**src/rtl/bht_resolve_queue.sv**
```systemverilog
`default_nettype none
// +----------------------------------------------------------------------------+
// | Module      : bht_resolve_queue                                            |
// | Description : In-order queue of predicted branches awaiting resolution;    |
// |               emits BHT training updates and counts mispredictions.        |
// | Revision    : 1.0 - initial release                                        |
// +----------------------------------------------------------------------------+
module bht_resolve_queue #(
    parameter int DEPTH = 4,
    parameter int PC_W  = 9,
    parameter int CNT_W = 16
) (
    input  logic                       clk,
    input  logic                       reset,
    input  logic                       pred_valid,
    input  logic [PC_W-1:0]            pred_pc,
    input  logic                       pred_taken,
    output logic                       pred_ready,
    input  logic                       res_valid,
    input  logic                       res_taken,
    input  logic                       flush,
    output logic                       upd_valid,
    output logic [PC_W-1:0]            upd_pc,
    output logic                       upd_taken,
    output logic                       mispredict,
    output logic                       res_err,
    output logic [$clog2(DEPTH):0]     occupancy,
    output logic [CNT_W-1:0]           branch_count,
    output logic [CNT_W-1:0]           mispred_count
);

    localparam int                c_AW      = $clog2(DEPTH);
    localparam logic [c_AW-1:0]   c_PTR_ONE = {{(c_AW-1){1'b0}}, 1'b1};
    localparam logic [c_AW:0]     c_OCC_ONE = {{c_AW{1'b0}}, 1'b1};
    localparam logic [c_AW:0]     c_OCC_MAX = DEPTH[c_AW:0];
    localparam logic [CNT_W-1:0]  c_CNT_ONE = {{(CNT_W-1){1'b0}}, 1'b1};
    localparam logic [CNT_W-1:0]  c_CNT_MAX = {CNT_W{1'b1}};

    logic [PC_W-1:0]  r_mem_pc   [DEPTH];
    logic             r_mem_pred [DEPTH];
    logic [c_AW-1:0]  r_head;
    logic [c_AW-1:0]  r_tail;
    logic [c_AW:0]    r_occ;

    logic             w_pop;
    logic             w_mis;
    logic             w_clear;
    logic             w_push;
    logic [c_AW:0]    w_occ_next;

    assign pred_ready = (r_occ < c_OCC_MAX);
    assign occupancy  = r_occ;

    // A mispredicting resolve squashes younger entries exactly like a flush,
    // and either one drops whatever fetch offers in the same cycle.
    assign w_pop   = res_valid && (r_occ != '0);
    assign w_mis   = w_pop && (res_taken != r_mem_pred[r_head]);
    assign w_clear = w_mis || flush;
    assign w_push  = pred_valid && pred_ready && !w_clear;

    always_comb begin
        w_occ_next = r_occ;
        if (w_clear) begin
            w_occ_next = '0;
        end else begin
            case ({w_push, w_pop})
                2'b10:   w_occ_next = r_occ + c_OCC_ONE;
                2'b01:   w_occ_next = r_occ - c_OCC_ONE;
                default: w_occ_next = r_occ;
            endcase
        end
    end

    // Payload storage carries no reset; entries are only read once written.
    always_ff @(posedge clk) begin
        if (w_push) begin
            r_mem_pc[r_tail]   <= pred_pc;
            r_mem_pred[r_tail] <= pred_taken;
        end
    end

    always_ff @(posedge clk or posedge reset) begin
        if (reset) begin
            r_head <= '0;
            r_tail <= '0;
            r_occ  <= '0;
        end else begin
            r_occ <= w_occ_next;
            if (w_clear) begin
                r_head <= r_tail;
            end else begin
                if (w_pop)  r_head <= r_head + c_PTR_ONE;
                if (w_push) r_tail <= r_tail + c_PTR_ONE;
            end
        end
    end

    always_ff @(posedge clk or posedge reset) begin
        if (reset) begin
            upd_valid     <= 1'b0;
            upd_pc        <= '0;
            upd_taken     <= 1'b0;
            mispredict    <= 1'b0;
            res_err       <= 1'b0;
            branch_count  <= '0;
            mispred_count <= '0;
        end else begin
            upd_valid  <= w_pop;
            mispredict <= w_mis;
            res_err    <= res_valid && (r_occ == '0);
            if (w_pop) begin
                upd_pc    <= r_mem_pc[r_head];
                upd_taken <= res_taken;
                if (branch_count != c_CNT_MAX) branch_count <= branch_count + c_CNT_ONE;
            end
            if (w_mis && (mispred_count != c_CNT_MAX)) begin
                mispred_count <= mispred_count + c_CNT_ONE;
            end
        end
    end

endmodule
`default_nettype wire

```
**config.mk**
```make
export PLATFORM = sky130hd
export DESIGN_NAME = bht_resolve_queue
export DESIGN_NICKNAME = d
export VERILOG_FILES = /design/src/rtl/bht_resolve_queue.sv
export SDC_FILE = /design/constraint.sdc
export NUM_CORES = 1
export LEC_CHECK = 0
export ABC_CLOCK_PERIOD_IN_PS = 4700
export BUFFER_PORTS_ARGS = -buffer_cell sky130_fd_sc_hd__clkbuf_2
export CAP_MARGIN = 20
export CORE_MARGIN = 5
export CORE_UTILIZATION = 63
export CTS_BUF_LIST = sky130_fd_sc_hd__clkbuf_4
export DETAILED_ROUTE_END_ITERATION = 6
export PLACE_DENSITY = 0.92
export SLEW_MARGIN = 20
export SYNTH_ARGS = -nofsm -noshare
export SYNTH_HDL_FRONTEND = slang
export SYNTH_SLANG_ARGS = --single-unit
```
**constraint.sdc**
```tcl
create_clock -name clk -period 4.7 [get_ports clk]
set_clock_uncertainty 0.2 [all_clocks]
set_input_delay 0.94 -clock clk [delete_from_list [all_inputs] [get_ports clk]]
set_output_delay 0.94 -clock clk [all_outputs]
set_load 0.02 [all_outputs]
```
Word level (Yosys, flattened, before mapping):

Memories as Yosys holds them, arrays and structs flattened. A register that Yosys moved wholly into a read port is not among the register bits.
Cells that the tools add are included.

* register bits after elaboration: 43
* memories kept: 2
* output and inout bits: 49
* word-level logic and storage cells: 44
* bits in writable memories: 40

Memory list
* r_mem_pc: words 4, width 9, read ports 1, clocked after memory_dff 1, write ports 1, RTL line 39 `logic [PC_W-1:0] r_mem_pc [DEPTH];`
* r_mem_pred: words 4, width 1, read ports 1, clocked after memory_dff 0, write ports 1, RTL line 40 `logic r_mem_pred [DEPTH];`

* mux-type cells: 6
* add/sub/neg operators: 6
* equal/unequal tests: 5
* reductions and logical operators: 14
* bitwise operators: 1
* order comparisons: 1

Operator list (number)
* 16-bit by 1-bit adder with 16-bit output (second input constant): 2
* 16-bit != test (second input constant): 2
* 1-bit logical AND: 6
* 3-bit case mux with 2 select lines: 1
* 3-bit nonzero test: 2
* 2-bit by 1-bit adder with 2-bit output (second input constant): 2
* 2-bit 2-to-1 mux: 2
* 2-bit AND reduction: 2
* 3-bit by 1-bit adder with 3-bit output (second input constant): 1
* 3-bit logical NOT: 1
* 3-bit less-than comparator (second input constant): 1
* 3-bit 2-to-1 mux: 1
* 3-bit by 1-bit subtractor with 3-bit output (second input constant): 1
* 2-bit by 1-bit equality test with 1-bit output (second input constant): 1
* 2-bit equality test (second input constant): 1
* 1-bit 2-to-1 mux: 2
* 2-bit nonzero test: 1
* 1-bit logical NOT: 1
* 1-bit logical OR: 1
* 1-bit != test: 1
* 1-bit NOT: 1

Longest topological paths before layout:

* depth in word-level cells: 9
* mapped depth: 10
* depth with buffers taken out: 9

Worst setup path before layout:

Ideal clock, no wire load.

* path type: input -> register
* start: input res_taken
* end: register r_occ[2], in the netlist occupancy[2]
* stages on the path: 9
* setup time: 0.140 ns
* data arrival time: 2.292 ns
* setup slack: 2.068 ns
* cell sequence: buf_2 > xor2_4 > nor3_1 > nor2_1 > fa_1 > nand2_1 > a21oi_1 > a31oi_1 > a21oi_1

* cells in the longest elaborated chain, start to end: 8
* elaborated cells on any way between the ends: 10
* classes of those cells: eq/ne: 3; mux: 2; reduce/logical: 5

Ends and longest elaborated chain
* start, declared: RTL line 20 `input logic res_taken,`
* 1-bit != test (*): RTL line 57 `assign w_mis = w_pop && (res_taken != r_mem_pred[r_head]);`
* 1-bit logical AND (*): RTL line 57
* 1-bit logical OR (*): RTL line 58 `assign w_clear = w_mis || flush;`
* 1-bit logical NOT: RTL line 59 `assign w_push = pred_valid && pred_ready && !w_clear;`
* 1-bit logical AND: RTL line 59
* 2-bit by 1-bit equality test with 1-bit output or 2-bit equality test (tied branches): RTL line 66 `case ({w_push, w_pop})`
* 3-bit case mux with 2 select lines: RTL line 66
* 3-bit 2-to-1 mux: RTL line 63 `if (w_clear) begin`
* end signal, assigned: RTL line 88 `r_occ <= w_occ_next;`
* end, declared: RTL line 43 `logic [c_AW:0] r_occ;`

Every way passes the cells marked *; elsewhere a longest branch is shown, timed or not.
A chain may end at the register's enable or synchronous reset.

Final worst setup path:

* start: register r_head[0]
* end: register r_occ[2], in the netlist occupancy[2]

* cells in the longest elaborated chain, start to end: 9
* elaborated cells on any way between the ends: 11
* classes of those cells: eq/ne: 3; mux: 2; reduce/logical: 5; memory: 1

Ends and longest elaborated chain
* start, declared: RTL line 41 `logic [c_AW-1:0] r_head;`
* start signal, assigned: RTL line 90 `r_head <= r_tail;`
* start signal, assigned: RTL line 92 `if (w_pop) r_head <= r_head + c_PTR_ONE;`
* memory 4 x 1 bit (*)
* 1-bit != test (*): RTL line 57
* 1-bit logical AND (*): RTL line 57
* 1-bit logical OR (*): RTL line 58
* 1-bit logical NOT: RTL line 59
* 1-bit logical AND: RTL line 59
* 2-bit by 1-bit equality test with 1-bit output or 2-bit equality test (tied branches): RTL line 66
* 3-bit case mux with 2 select lines: RTL line 66
* 3-bit 2-to-1 mux: RTL line 63

Marked as above.

==> impl_metrics.yaml <==
run_status:
  status: "finished clean"
route:
  drt_first_iter_violations: 113
  drtAntennaViolNets: 0
  vias_per_cell: 5.67
  drc_errors: 0
  wire_per_inst_um: 16.3
  num_vias: 2562
  routed_wl_mm: 7.35
  drtPass1Iterations: 4
timing:
  fin_crit_ns: 3.17
  timing.hold.ws_ns: 0.304
  rsz0062_at_grt: "false"
  fmax_mhz: 315
  max_slew_margin_pct: 43.3
  finalSetupViolCount: 0
  tns_ns: 0
  fin_crit_sh_pct: 67.5
  tightest_slew_ns: 0.849
  timing.final.hold_violations: 0
  maxSlewViolCount: 0
clock_tree:
  clk_pin_slew_worst_paths_ns: 0.15
  cts_root_buffer: "clkbuf_4"
  cts_setup_buffers: 0
  htree_levels: 3
  cts_made_buffers: 9
  clock_path_buffers: 2
  clk_latency_ns: 0.43
  tritoncts: "built"
  cts_resized: 0
  clock-sinks: 92
  ctsHoldBuffers: 0
setup_path:
  endpoint_kind: "register"
  worstSetupPathType: "reg -> reg"
  crit_buf_inv: 0
  cp-start-kind: "register"
  worstPathRequired_ns: 4.83
  crit_path_max_fanout: 15
  critPathArrivalTime_ns: 3.30
  critPathSlowestCell: "dfrtp_1"
  cp_common_cell: "a21oi_1"
  path_cells: "mux4_2, xor2_4, nor3_1, nor2_1, fa_1, nand2_1, a21oi_1, a31oi_1, a21oi_1"
  slowest_delay_ns: 0.82
  critical_path.top_delay_family: "flip-flops"
global_routing:
  antenna_found_initial: 0
  grt.overflow.total: 0
  grt_pass1_wl_mm: 12.6
  track_usage_pct: 19.3
  grt_pass1_vias: 2562
  grt_max_degree: 53
logic_synthesis:
  synth_compound_area_share_pct: 2.97
  async_reset_ff_share_pct: 56.5
  yosysTopAreaCell: "dfrtp_1"
  ys_ff_latch: 92
  syn_inst: 303
  ys_types: 46
  seq_area_frac_synth_pct: 61.9
  yosys_warnings: 0
  synth_flop_cell: "dfrtp_1"
  synth_top_area_share_pct: 32.2
  syn_area_per_cell_um2: 13.3
  synth_top_family_by_area: "simple AND/OR/NAND/NOR gates"
  syn_nets: 326
  synth_fa_ha_area_share_pct: 2.35
  synth_area_um2: 4040
  synth_mux_area_share_pct: 6.90
  synth-xor-area-share_pct: 8.67
  synth-edff-count: 40
  synth_simple_gate_area_share_pct: 15.4
  synth.area.top_cells: "dfrtp_1 (32%), edfxtp_1 (30%), mux4_2 (5.6%)"
run:
  drv_cap: 0
place:
  io_buffers: 64
  dp.cells: 436
  routabilityCongestion: 0.841
  hpwlAfterDp_mm: 5.47
pwr:
  peakVddDrop_mv: 0.359
  powerDensity_nw_per_um2: 530
  total_power_mw: 2.44
  p_leak_nw: 2.02
die:
  die_x_um: 90.1
  pin_count: 65
  fp.coreArea_um2: 6280
  start_util_pct: 64.4
  num_rows: 29
  die-area_um2: 8120
  dieHeight_um: 90.1
layout:
  drive_above_1_share_pct: 28.3
  nNetsFinal: 393
  antenna_cells: 0
  finalNonFillerCells: 452
  synthToLayoutAreaGrowth_pct: 13.7
  num-fill-cells: 429
hold_path:
  hold_class: "reg -> reg"
==> synth_stat cells, types with 2 or more instances <==
master	instances
a21oi_1	8
and2_1	5
and3_1	6
clkbuf_1	6
dfrtp_1	52
edfxtp_1	40
ha_1	6
inv_1	8
mux2_1	2
mux2i_1	2
mux4_2	10
nand2_1	43
nand3_1	14
nand4_1	8
nor2_1	17
nor2b_1	2
nor3_1	6
nor3_2	2
nor4_2	2
o21ai_0	5
xnor2_1	22
xor2_1	13
==> area by class of cell <==
| cell class | instances | area, um^2 | share of cell area, % |
|---|---|---|---|
| sequential | 92 | 2500 | 54.5 |
| multi-input combinational | 194 | 1470 | 31.9 |
| clock inverter | 7 | 105 | 2.29 |
| timing repair buffer | 64 | 320 | 6.97 |
| inverter | 9 | 35.0 | 0.763 |
| clock buffer | 9 | 67.6 | 1.47 |
| tap | 77 | 96.3 | 2.10 |
==> kinds of logic (layout without fill, tap and decap cells) <==
| family | Yosys count | count (layout) |
|---|---|---|
| simple gates | 117 | 117 |
| xor+xnor | 37 | 37 |
| compound gates | 18 | 18 |
| flops | 92 | 92 |
| mux | 15 | 15 |
| buf+inv | 17 | 89 |
| fa+ha+maj | 7 | 7 |
==> placed cells by master, fill, tap and decap left out, types with 3 or more instances in the layout <==
| cell | count |
|---|---|
| and3_1 | 6 |
| xnor2_1 | 22 |
| xor2_1 | 13 |
| nor2_1 | 17 |
| clkbuf_2 | 64 |
| a21oi_1 | 8 |
| nand4_1 | 8 |
| nand3_1 | 14 |
| clkbuf_4 | 9 |
| dfrtp_1 | 52 |
| and2_1 | 5 |
| edfxtp_1 | 40 |
| inv_1 | 7 |
| ha_1 | 6 |
| inv_6 | 3 |
| nand2_1 | 43 |
| o21ai_0 | 5 |
| mux4_2 | 10 |
| nor3_1 | 6 |
==> where the power goes <==
part | total [mW] | switching, mW | internal, mW
logic | 0.763 | 0.446 | 0.316
registers | 1.18 | 0.177 | 0.998
clock network | 0.497 | 0.272 | 0.225
total | 2.44 | 0.896 | 1.54
==> state kept, by name, summed over array words and instances (netlist names) <==
register / flops
r_mem_pred: 4
r_head: 2
upd_taken: 1
occupancy: 3
res_err: 1
r_mem_pc: 36
upd_valid: 1
r_tail: 2
branch_count: 16
mispredict: 1
mispred_count: 16
upd_pc: 9
==> final timing paths <==
kind	startpoint	to	slack, ns	cells after the start
worst max-delay path	r_head[0]$_DFFE_PP0P_	occupancy[2]$_DFFE_PP0P_	1.53	9
worst min-delay path	mispred_count[14]$_DFFE_PP0P_	mispred_count[14]$_DFFE_PP0P_	0.30	1
worst max register to register	r_head[0]$_DFFE_PP0P_	occupancy[2]$_DFFE_PP0P_	1.53	9
worst min register to register	mispred_count[14]$_DFFE_PP0P_	mispred_count[14]$_DFFE_PP0P_	0.30	1
max in group asynchronous	reset	mispred_count[0]$_DFFE_PP0P_	3.37	2
min in group asynchronous	reset	mispred_count[10]$_DFFE_PP0P_	0.41	2
==> routing by layer <==
metal | vias to the layer above | part of all wire (%) | GRT usage, %
met5 | - | 0 | 0
met4 | 0 | 1.1 | 6.33
met3 | 10 | 4.5 | 4.01
met2 | 68 | 51 | 31.3
met1 | 1271 | 43 | 26.2
li1 | 1213 | - | -
==> metrics by stage <==
| stage | setup slack (ns) | util (%) | cell area (um^2) |
|---|---|---|---|
| 2_1_floorplan | 2.07 | - | 4040 |
| 3_3_place_gp | 1.72 | 70.4 | 4420 |
| 6_report | 1.53 | 73.2 | 4590 |
| 4_1_cts | 1.49 | 73.2 | 4590 |
| 3_5_place_dp | 1.51 | 70.4 | 4420 |
| 5_1_grt | 1.25 | 73.2 | 4590 |
No activity file was read; power rests on OpenSTA's default activity.
